### src/rtl/i2c_bus_monitor.sv
// Passive I2C bus monitor: decodes START/RSTART/STOP/byte frames into an event FIFO.
// Define I2C_MON_GLITCH_FILTER_EN to add a FILT_LEN-cycle stability filter on both lines.
module i2c_bus_monitor #(
  parameter int DEPTH    = 8,
  parameter int FILT_LEN = 3
) (
  input  logic                     clk,
  input  logic                     reset_n,
  input  logic                     scl,
  input  logic                     sda,
  output logic                     ev_valid,
  input  logic                     ev_ready,
  output logic [1:0]               ev_type,
  output logic [7:0]               ev_data,
  output logic                     ev_ack,
  output logic                     ev_first,
  output logic                     ev_trunc,
  output logic                     bus_busy,
  output logic                     overflow,
  output logic [$clog2(DEPTH):0]   level
);

  localparam int AW = $clog2(DEPTH);
  localparam logic [1:0] EV_START  = 2'd0;
  localparam logic [1:0] EV_RSTART = 2'd1;
  localparam logic [1:0] EV_BYTE   = 2'd2;
  localparam logic [1:0] EV_STOP   = 2'd3;

  typedef enum logic {IDLE = 1'b0, ACTIVE = 1'b1} state_t;

  typedef struct packed {
    logic [1:0] kind;
    logic [7:0] data;
    logic       ack;
    logic       first;
    logic       trunc;
  } event_t;

  if (DEPTH < 2 || (DEPTH & (DEPTH - 1)) != 0 || FILT_LEN < 1) begin : g_bad_params
    $error("i2c_bus_monitor: DEPTH must be a power of two >= 2 and FILT_LEN >= 1");
  end

  logic [1:0] scl_sync_r, sda_sync_r;
  logic       scl_cur_s, sda_cur_s;
  logic       scl_prev_r, sda_prev_r;
  logic       scl_rise_s, start_s, stop_s;

  // two-flop synchronizers, idle-high after reset
  always_ff @(posedge clk) begin
    if (!reset_n) begin
      scl_sync_r <= 2'b11;
      sda_sync_r <= 2'b11;
    end else begin
      scl_sync_r <= {scl_sync_r[0], scl};
      sda_sync_r <= {sda_sync_r[0], sda};
    end
  end

`ifdef I2C_MON_GLITCH_FILTER_EN
  localparam int FCW = (FILT_LEN > 1) ? $clog2(FILT_LEN) : 1;
  logic           scl_filt_r, sda_filt_r;
  logic [FCW-1:0] scl_fcnt_r, sda_fcnt_r;

  // a line's filtered value follows the raw value only after FILT_LEN consecutive differing samples
  always_ff @(posedge clk) begin
    if (!reset_n) begin
      scl_filt_r <= 1'b1;
      sda_filt_r <= 1'b1;
      scl_fcnt_r <= '0;
      sda_fcnt_r <= '0;
    end else begin
      if (scl_sync_r[1] != scl_filt_r) begin
        if (scl_fcnt_r == FCW'(FILT_LEN - 1)) begin
          scl_filt_r <= scl_sync_r[1];
          scl_fcnt_r <= '0;
        end else begin
          scl_fcnt_r <= scl_fcnt_r + FCW'(1);
        end
      end else begin
        scl_fcnt_r <= '0;
      end
      if (sda_sync_r[1] != sda_filt_r) begin
        if (sda_fcnt_r == FCW'(FILT_LEN - 1)) begin
          sda_filt_r <= sda_sync_r[1];
          sda_fcnt_r <= '0;
        end else begin
          sda_fcnt_r <= sda_fcnt_r + FCW'(1);
        end
      end else begin
        sda_fcnt_r <= '0;
      end
    end
  end

  assign scl_cur_s = scl_filt_r;
  assign sda_cur_s = sda_filt_r;
`else
  assign scl_cur_s = scl_sync_r[1];
  assign sda_cur_s = sda_sync_r[1];
`endif

  // history flops: one-sample-old view of the lines for edge detection
  always_ff @(posedge clk) begin
    if (!reset_n) begin
      scl_prev_r <= 1'b1;
      sda_prev_r <= 1'b1;
    end else begin
      scl_prev_r <= scl_cur_s;
      sda_prev_r <= sda_cur_s;
    end
  end

  // START/STOP need scl high on both samples, so an scl rise can never coincide with them
  assign scl_rise_s = ~scl_prev_r & scl_cur_s;
  assign start_s    = scl_prev_r & scl_cur_s & sda_prev_r & ~sda_cur_s;
  assign stop_s     = scl_prev_r & scl_cur_s & ~sda_prev_r & sda_cur_s;

  state_t     state_r;
  logic [3:0] bit_cnt_r;
  logic [7:0] data_r;
  logic       first_r;
  logic       bus_busy_r;
  logic       push_s;
  event_t     push_ev_s;

  // event generation from the current state and detected bus condition
  always_comb begin
    push_s    = 1'b0;
    push_ev_s = '0;
    case (state_r)
      IDLE: begin
        if (start_s) begin
          push_s         = 1'b1;
          push_ev_s.kind = EV_START;
        end else if (stop_s) begin
          push_s         = 1'b1;
          push_ev_s.kind = EV_STOP;
        end else begin
          push_s = 1'b0;
        end
      end
      ACTIVE: begin
        if (start_s) begin
          push_s          = 1'b1;
          push_ev_s.kind  = EV_RSTART;
          push_ev_s.trunc = (bit_cnt_r != 4'd0);
        end else if (stop_s) begin
          push_s          = 1'b1;
          push_ev_s.kind  = EV_STOP;
          push_ev_s.trunc = (bit_cnt_r != 4'd0);
        end else if (scl_rise_s && bit_cnt_r == 4'd8) begin
          push_s          = 1'b1;
          push_ev_s.kind  = EV_BYTE;
          push_ev_s.data  = data_r;
          push_ev_s.ack   = ~sda_cur_s;
          push_ev_s.first = first_r;
        end else begin
          push_s = 1'b0;
        end
      end
      default: begin
        push_s = 1'b0;
      end
    endcase
  end

  // framing FSM: bit counter, shift register and busy flag
  always_ff @(posedge clk) begin
    if (!reset_n) begin
      state_r    <= IDLE;
      bit_cnt_r  <= 4'd0;
      data_r     <= 8'd0;
      first_r    <= 1'b0;
      bus_busy_r <= 1'b0;
    end else begin
      case (state_r)
        IDLE: begin
          if (start_s) begin
            state_r    <= ACTIVE;
            bus_busy_r <= 1'b1;
            bit_cnt_r  <= 4'd0;
            first_r    <= 1'b1;
          end
        end
        ACTIVE: begin
          if (start_s) begin
            bit_cnt_r <= 4'd0;
            first_r   <= 1'b1;
          end else if (stop_s) begin
            state_r    <= IDLE;
            bus_busy_r <= 1'b0;
            bit_cnt_r  <= 4'd0;
          end else if (scl_rise_s) begin
            if (bit_cnt_r == 4'd8) begin
              bit_cnt_r <= 4'd0;
              first_r   <= 1'b0;
            end else begin
              data_r    <= {data_r[6:0], sda_cur_s};
              bit_cnt_r <= bit_cnt_r + 4'd1;
            end
          end
        end
        default: begin
          state_r <= IDLE;
        end
      endcase
    end
  end

  event_t        mem_r [DEPTH];
  logic [AW-1:0] wr_ptr_r, rd_ptr_r;
  logic [AW:0]   level_r, level_nxt_s;
  logic          ev_valid_r, overflow_r;
  logic          full_s, pop_s, accept_s;
  event_t        head_s;

  assign full_s   = (level_r == (AW + 1)'(DEPTH));
  assign pop_s    = ev_valid_r & ev_ready;
  assign accept_s = push_s & (~full_s | pop_s);

  // next occupancy from accepted push and pop
  always_comb begin
    level_nxt_s = level_r;
    case ({accept_s, pop_s})
      2'b10:   level_nxt_s = level_r + (AW + 1)'(1);
      2'b01:   level_nxt_s = level_r - (AW + 1)'(1);
      default: level_nxt_s = level_r;
    endcase
  end

  // event storage; contents need no reset since pointers define validity
  always_ff @(posedge clk) begin
    if (accept_s) begin
      mem_r[wr_ptr_r] <= push_ev_s;
    end
  end

  // FIFO pointers, occupancy and sticky overflow
  always_ff @(posedge clk) begin
    if (!reset_n) begin
      wr_ptr_r   <= '0;
      rd_ptr_r   <= '0;
      level_r    <= '0;
      ev_valid_r <= 1'b0;
      overflow_r <= 1'b0;
    end else begin
      if (accept_s) begin
        wr_ptr_r <= wr_ptr_r + AW'(1);
      end
      if (pop_s) begin
        rd_ptr_r <= rd_ptr_r + AW'(1);
      end
      if (push_s && full_s && !pop_s) begin
        overflow_r <= 1'b1;
      end
      level_r    <= level_nxt_s;
      ev_valid_r <= (level_nxt_s != '0);
    end
  end

  assign head_s   = mem_r[rd_ptr_r];
  assign ev_valid = ev_valid_r;
  assign ev_type  = head_s.kind;
  assign ev_data  = head_s.data;
  assign ev_ack   = head_s.ack;
  assign ev_first = head_s.first;
  assign ev_trunc = head_s.trunc;
  assign bus_busy = bus_busy_r;
  assign overflow = overflow_r;
  assign level    = level_r;

endmodule
### config.mk
export PLATFORM = sky130hd
export DESIGN_NAME = i2c_bus_monitor
export DESIGN_NICKNAME = d
export VERILOG_FILES = /design/src/rtl/i2c_bus_monitor.sv
export SDC_FILE = /design/constraint.sdc
export NUM_CORES = 1
export LEC_CHECK = 0
export BUFFER_PORTS_ARGS = -buffer_cell sky130_fd_sc_hd__buf_4
export CAP_MARGIN = 10
export CORE_MARGIN = 2
export CORE_UTILIZATION = 45
export DETAILED_ROUTE_END_ITERATION = 7
export SLEW_MARGIN = 20
export SYNTH_ARGS = -nofsm -noshare
export SYNTH_HDL_FRONTEND = slang
export SYNTH_SLANG_ARGS = --single-unit
### constraint.sdc
create_clock -name clk -period 3.7 [get_ports clk]
set_input_delay 0.185 -clock clk [delete_from_list [all_inputs] [get_ports clk]]
set_output_delay 0.185 -clock clk [all_outputs]
set_load 0.02 [all_outputs]
== Word level (Yosys, flattened, before mapping) ==
Memory sizes are Yosys's and may differ from the RTL's. A register that Yosys moved wholly into a read port is not among the register bits.
Index checks and enable logic that the tools add are counted.

* Register bits after elaboration: 33
* RAM bits: 104
* Bits of input ports: 5
* Output and inout bits: 20
* Word-level logic and storage cells: 99
* Memories kept: 1

{| class="wikitable"
|+ Memories
! memory !! words !! width !! read ports !! clocked after Yosys merged registers in !! wr ports !! line !! RTL
|-
| mem_r || 8 || 13 || 1 || 1 || 1 || 210 || <nowiki>event_t mem_r [DEPTH];</nowiki>
|}

* $add $sub $neg: 5
* Equality and inequality tests: 11
* Multiplexer cells: 41
* Bitwise logic cells: 17
* Reductions and logical operators: 10

{| class="wikitable"
|+ Operators with widths
! kind !! number
|-
| $mux W10 || 2
|-
| $mux W4 || 5
|-
| $mux W1 || 19
|-
| $pmux W4 S2 || 2
|-
| $mux W12 || 1
|-
| $mux W11 || 1
|-
| $add A4 B1 Y4 const B || 2
|-
| $and A1 B1 Y1 || 8
|-
| $eq A4 B4 Y1 const B || 2
|-
| $mux W2 || 4
|-
| $not A1 Y1 || 8
|-
| $pmux W1 S2 || 4
|-
| $reduce_bool A4 Y1 || 2
|-
| $add A3 B1 Y3 const B || 2
|-
| $mux W3 || 2
|-
| $ne A2 B2 Y1 const B || 3
|-
| $ne A3 B3 Y1 const B || 2
|-
| $reduce_and A5 Y1 || 1
|-
| $ne A4 B4 Y1 const B || 1
|-
| $pmux W2 S2 || 1
|-
| $reduce_and A4 Y1 || 1
|-
| $sub A4 B1 Y4 const B || 1
|-
| $logic_and A1 B1 Y1 || 3
|-
| $ne A3 B2 Y1 const B || 1
|-
| other kinds (6) || 6
|}

== Depth between registers and ports, before layout ==
* Word-level depth: 11
* Mapped depth: 13
* Gate-level depth less buffers: 12

== Worst setup path after synthesis ==
OpenSTA, ideal clock, no wires.

* Path kind: register to register
* Start: register bit_cnt_r[0]
* End: memory mem_r[0][0] (netlist bit) (enable)
* Arrival: 2.526 ns
* Data required time: 3.283 ns
* Path slack: 0.757 ns
* Cell stages (with the launch flop): 8
* Period minus slack after synthesis: 2.943 ns
* Cell sequence: dfxtp_1 -> inv_1 -> ha_1 -> nand3b_1 -> o22ai_2 -> buf_4 -> nand2_1 -> nor4_1

* Longest elaborated chain between the ends: 9

{| class="wikitable"
|+ Ends and longest elaborated chain
! what !! line !! RTL
|-
| start, declared || 119 || <nowiki>logic [3:0] bit_cnt_r;</nowiki>
|-
| start signal, assigned || 199 || <nowiki>bit_cnt_r <= bit_cnt_r + 4'd1;</nowiki>
|-
| $eq A4 B4 Y1 || 151 || <nowiki>end else if (scl_rise_s && bit_cnt_r == 4'd8) begin</nowiki>
|-
| $logic_and A1 B1 Y1 || 151 ||
|-
| $mux W1 || 151 ||
|-
| $mux W1 || 147 || <nowiki>end else if (stop_s) begin</nowiki>
|-
| $mux W1 || 143 || <nowiki>if (start_s) begin</nowiki>
|-
| $pmux W1 S2 || 130 || <nowiki>case (state_r)</nowiki>
|-
| $and A1 B1 Y1 || 219 || <nowiki>assign accept_s = push_s & (~full_s | pop_s);</nowiki>
|-
| $mux W1 || 233 || <nowiki>if (accept_s) begin</nowiki>
|-
| $mux W1 (not written as such) || 234 || <nowiki>mem_r[wr_ptr_r] <= push_ev_s;</nowiki>
|-
| end, declared || 210 ||
|}

No other way between the ends.

==> summary.txt <==
Route
  • Via/cell ratio: about 5.2
  • Vias: roughly 3000
  • DRC: 0
  • First-pass DRT Iterations: 4
  • DRT Wirelength: about 9.8 mm
  • Antenna-violating nets left: 0
  • Routed len/inst: 17.2 µm
  • DRT iter0 DRCs: about 160

Finish
  • P&R area growth vs syn: 17.4%
  • Most common cell after layout, fill and taps aside: edfxtp_1
  • Final net count: 398
  • Final core occ: approximately 54%
  • Fillcell total: ~1000
  • Most frequent cells in the layout: 104 x edfxtp_1, 35 x dfxtp_1, 34 x buf_4, 26 x mux4_2, 21 x and2_1
  • Diodes inserted: 0
  • Design Area, Final: approximately 0.0067 mm²
  • Layout cells sized above 1: approximately 28%

Setup path
  • Worst EP arrival: between 2000 and 2500 ps
  • Worst path cell trace: mux4_2 > mux2_2 > buf_4
  • Critical path required time: 3510 ps
  • RR Startpoint: bit_cnt_r[0]$_SDFFE_PN0P_
  • Delay of the slowest cell on the worst path: slightly below 1000 ps
  • Slowest CP cell: dfxtp_2
  • WS Path Type: reg2out
  • CP Launch Type: register
  • Buf+Inv Stages, Crit Path: 1
  • CP max FO: 26
  • CP endpoint kind: output pin
  • Crit path max-delay family: flip-flops

Clocking
  • CTS Sinks: 140
  • CTS root buffer: clkbuf_16
  • Worst-Skew Late Latency: between 400 and 500 ps
  • H-tree depth: 4
  • Worst-path clk slew: around 60 ps
  • Cts repair resizes: 0
  • CTS buffer count: 17
  • CTS tree: yes
  • Hold Buf Count CTS: 2
  • CTS max path bufs: 2
  • Post-CTS Setup Inserts: 0

Synthesis
  • Compound-cell area share of the yosys netlist: around 3.2%
  • Syn_area_per_cell: between 15 and 20 µm²
  • Cell area after synthesis: around 0.0057 mm²
  • Seq/Total Area, Yosys: approximately two thirds
  • Synthesized Nets: between 300 and 400
  • Post-synth ARST share: 0%
  • Most used DFF post-synth: edfxtp_1
  • Mapped Cells: between 300 and 400
  • Syn. warnings: 0
  • XOR/XNOR Fraction of Synth Area: under 10%
  • Post-Synth Simple-Gate Area: roughly a tenth
  • Mux contribution to synthesized area: ~15%
  • Adder-cell share of the synthesized area: under 10%
  • Post-synthesis cell type count: 45
  • Largest family of logic cells by synthesized area: multiplexers
  • Post-synth EDFFs: about 100
  • Synth Register Bits: 140

Power and ir drop
  • Combinational Power Share: between 10% and 20%
  • Power density cells: 568 mW/mm²
  • Clock share of power: about two fifths
  • Share of power burned in registers: between 40 and 50%
  • Leakage: 0.00229 µW
  • NetSw: just under 900 µW
  • VDD IR-drop max: between 0.3 and 0.4 mV
  • P_int: 2920 µW
  • Switching part of the total: a little under a quarter

Worst hold path
  • Worst Hold Class: in2reg
  • Worst Hold Launch: ev_ready

Place
  • Pre-CTS setup slack: approximately 1100 ps
  • DP HPWL: between 6 and 7 mm
  • Final Wtd Congestion: 0.748
  • Port-buffer cells: 24
  • Area after DPL: just over 0.006 mm²

GRT
  • Grt ovf: 0
  • Vias in the first global route: 3042
  • Initial antenna violation count: 0
  • Largest net degree at the start of global routing: 35
  • Total GRT Usage: between 15 and 20%
  • First-pass GRT wire length: 16.0 mm

STA
  • Worst-Margin Slew: a little under 1000 ps
  • Final period util: between 70% and 80%
  • Final setup violation count: 0
  • Fin Clk Skew: about 5.7 ps
  • Post-route setup TNS: 0 ps
  • Slew margin rel.: about a third
  • Final Max Slew Viols: 0
  • Final worst slack: ~1000 ps
  • RSZ-0062 raised after global routing: no
  • Period minus WS final: between 2000 and 3000 ps
  • Hold slack final: between 100 and 150 ps
  • Max frequency: between 0.3 and 0.4 GHz
  • Hold Vio Cnt, Final: 0

Job
  • Maxcap violations: 0

Die
  • Die boundary width: 116 µm
  • Die area: about 0.014 mm²
  • Ports: 25
  • DIE HEIGHT: 116 µm
  • Num rows: 41
  • Initial Utilization: between 40% and 50%
  • CORE AREA: 0.0125 mm²

Outcome
  • Status: finished clean
-- area by class of cell --
class / count / area, µm² / share of cell area [%]
Clock buffer: 18 / 429 / 6.43
Clock inverter: 14 / 129 / 1.93
Inverter: 5 / 18.8 / 0.281
Multi-Input combinational cell: 188 / 1770 / 26.5
Sequential cell: 140 / 3840 / 57.6
Tap cell: 172 / 215 / 3.22
Timing Repair Buffer: 36 / 275 / 4.12
-- Yosys cell counts, types with 2 or more instances --
cell type    n  area (µm²)
edfxtp_1   104        3120
dfxtp_1     36         721
mux4_2      26         586
and2_1      21         131
mux2_2      14         158
nor2b_1     13        81.3
mux2i_1     11         110
nand2_1     11        41.3
nor2_1      11        41.3
nand2b_1    10        62.6
o21ai_0     10        50.1
clkbuf_1     8        30.0
nand3_1      8        40.0
buf_2        6        30.0
xnor2_1      6        52.6
ha_1         5        62.6
inv_1        5        18.8
nor3_1       5        25.0
a21boi_0     4        30.0
a21oi_1      4        20.0
a31oi_1      3        18.8
xor2_1       3        26.3
buf_6        2        22.5
nand3b_1     2        15.0
nand4_1      2        12.5
nor4b_1      2        17.5
-- kinds of logic (layout without fill, tap and decap cells) --
group	Yosys count	in the layout
AO/OA/AOI/OAI	28	28
XOR/XNOR	9	9
adder cells (fa/ha/maj)	5	5
buffers and inverters	23	73
flip-flops	140	140
multiplexers	52	52
AND/OR/NAND/NOR	94	94
-- routing by layer --
layer | global-route usage [%] | up-vias | wire (µm)
met2 | 26.8 | 40 | 4840
li1 | - | 1407 | -
met1 | 20.6 | 1502 | 4560
met3 | 5.86 | 12 | 298
met4 | 5.48 | 0 | 140
met5 | 0 | - | 0
-- worst reg2reg max path, cell delays in order (launching register included) --
cell	delay (ps)
dfxtp_1	340
inv_1	70
ha_1	160
nand3b_1	180
o22ai_2	210
buf_4	220
nor2_1	70
xor2_1	160
ha_1	210
nor3_1	310
mux2i_4	110
xnor2_1	150
o31a_1	310
-- power groups by stage --
stage	Sequential, µW	Clock [µW]	Combinational, µW
after detailed placement	1830	0	417
after global routing	1810	1700	448
after floorplan	1790	0	341
after global placement	1830	0	410
final	1800	1580	415
after CTS	1800	1620	420
-- stage by stage --
step,cells,total power (µW)
after global placement,539,2240
after CTS,573,3840
after floorplan,351,2130
final,573,3790
after global routing,573,3960
after detailed placement,539,2250
-- state kept, by name (all words and copies together), names as in the netlist, named ones only --
| signal | count |
|---|---|
| sda_sync_r | 2 |
| mem_r | 104 |
| bus_busy | 1 |
| level | 4 |
| rd_ptr_r | 3 |
| scl_prev_r | 1 |
| state_r | 1 |
| bit_cnt_r | 4 |
| wr_ptr_r | 3 |
| scl_sync_r | 2 |
| data_r | 8 |
| overflow | 1 |
| ev_valid | 1 |
| sda_prev_r | 1 |
| first_r | 1 |
-- worst paths after layout --
path | to | slack, ps | cells after the start
worst min-delay path | rd_ptr_r[1]$_SDFFE_PN0P_ | 110 | 3
worst max register to register | ev_valid$_SDFF_PN0_ | 1110 | 12
worst min register to register | sda_sync_r[1]$_SDFF_PN1_ | 410 | 1
worst max-delay path | ev_type[0] | 1040 | 3
Power figures use the tool's default switching activity.
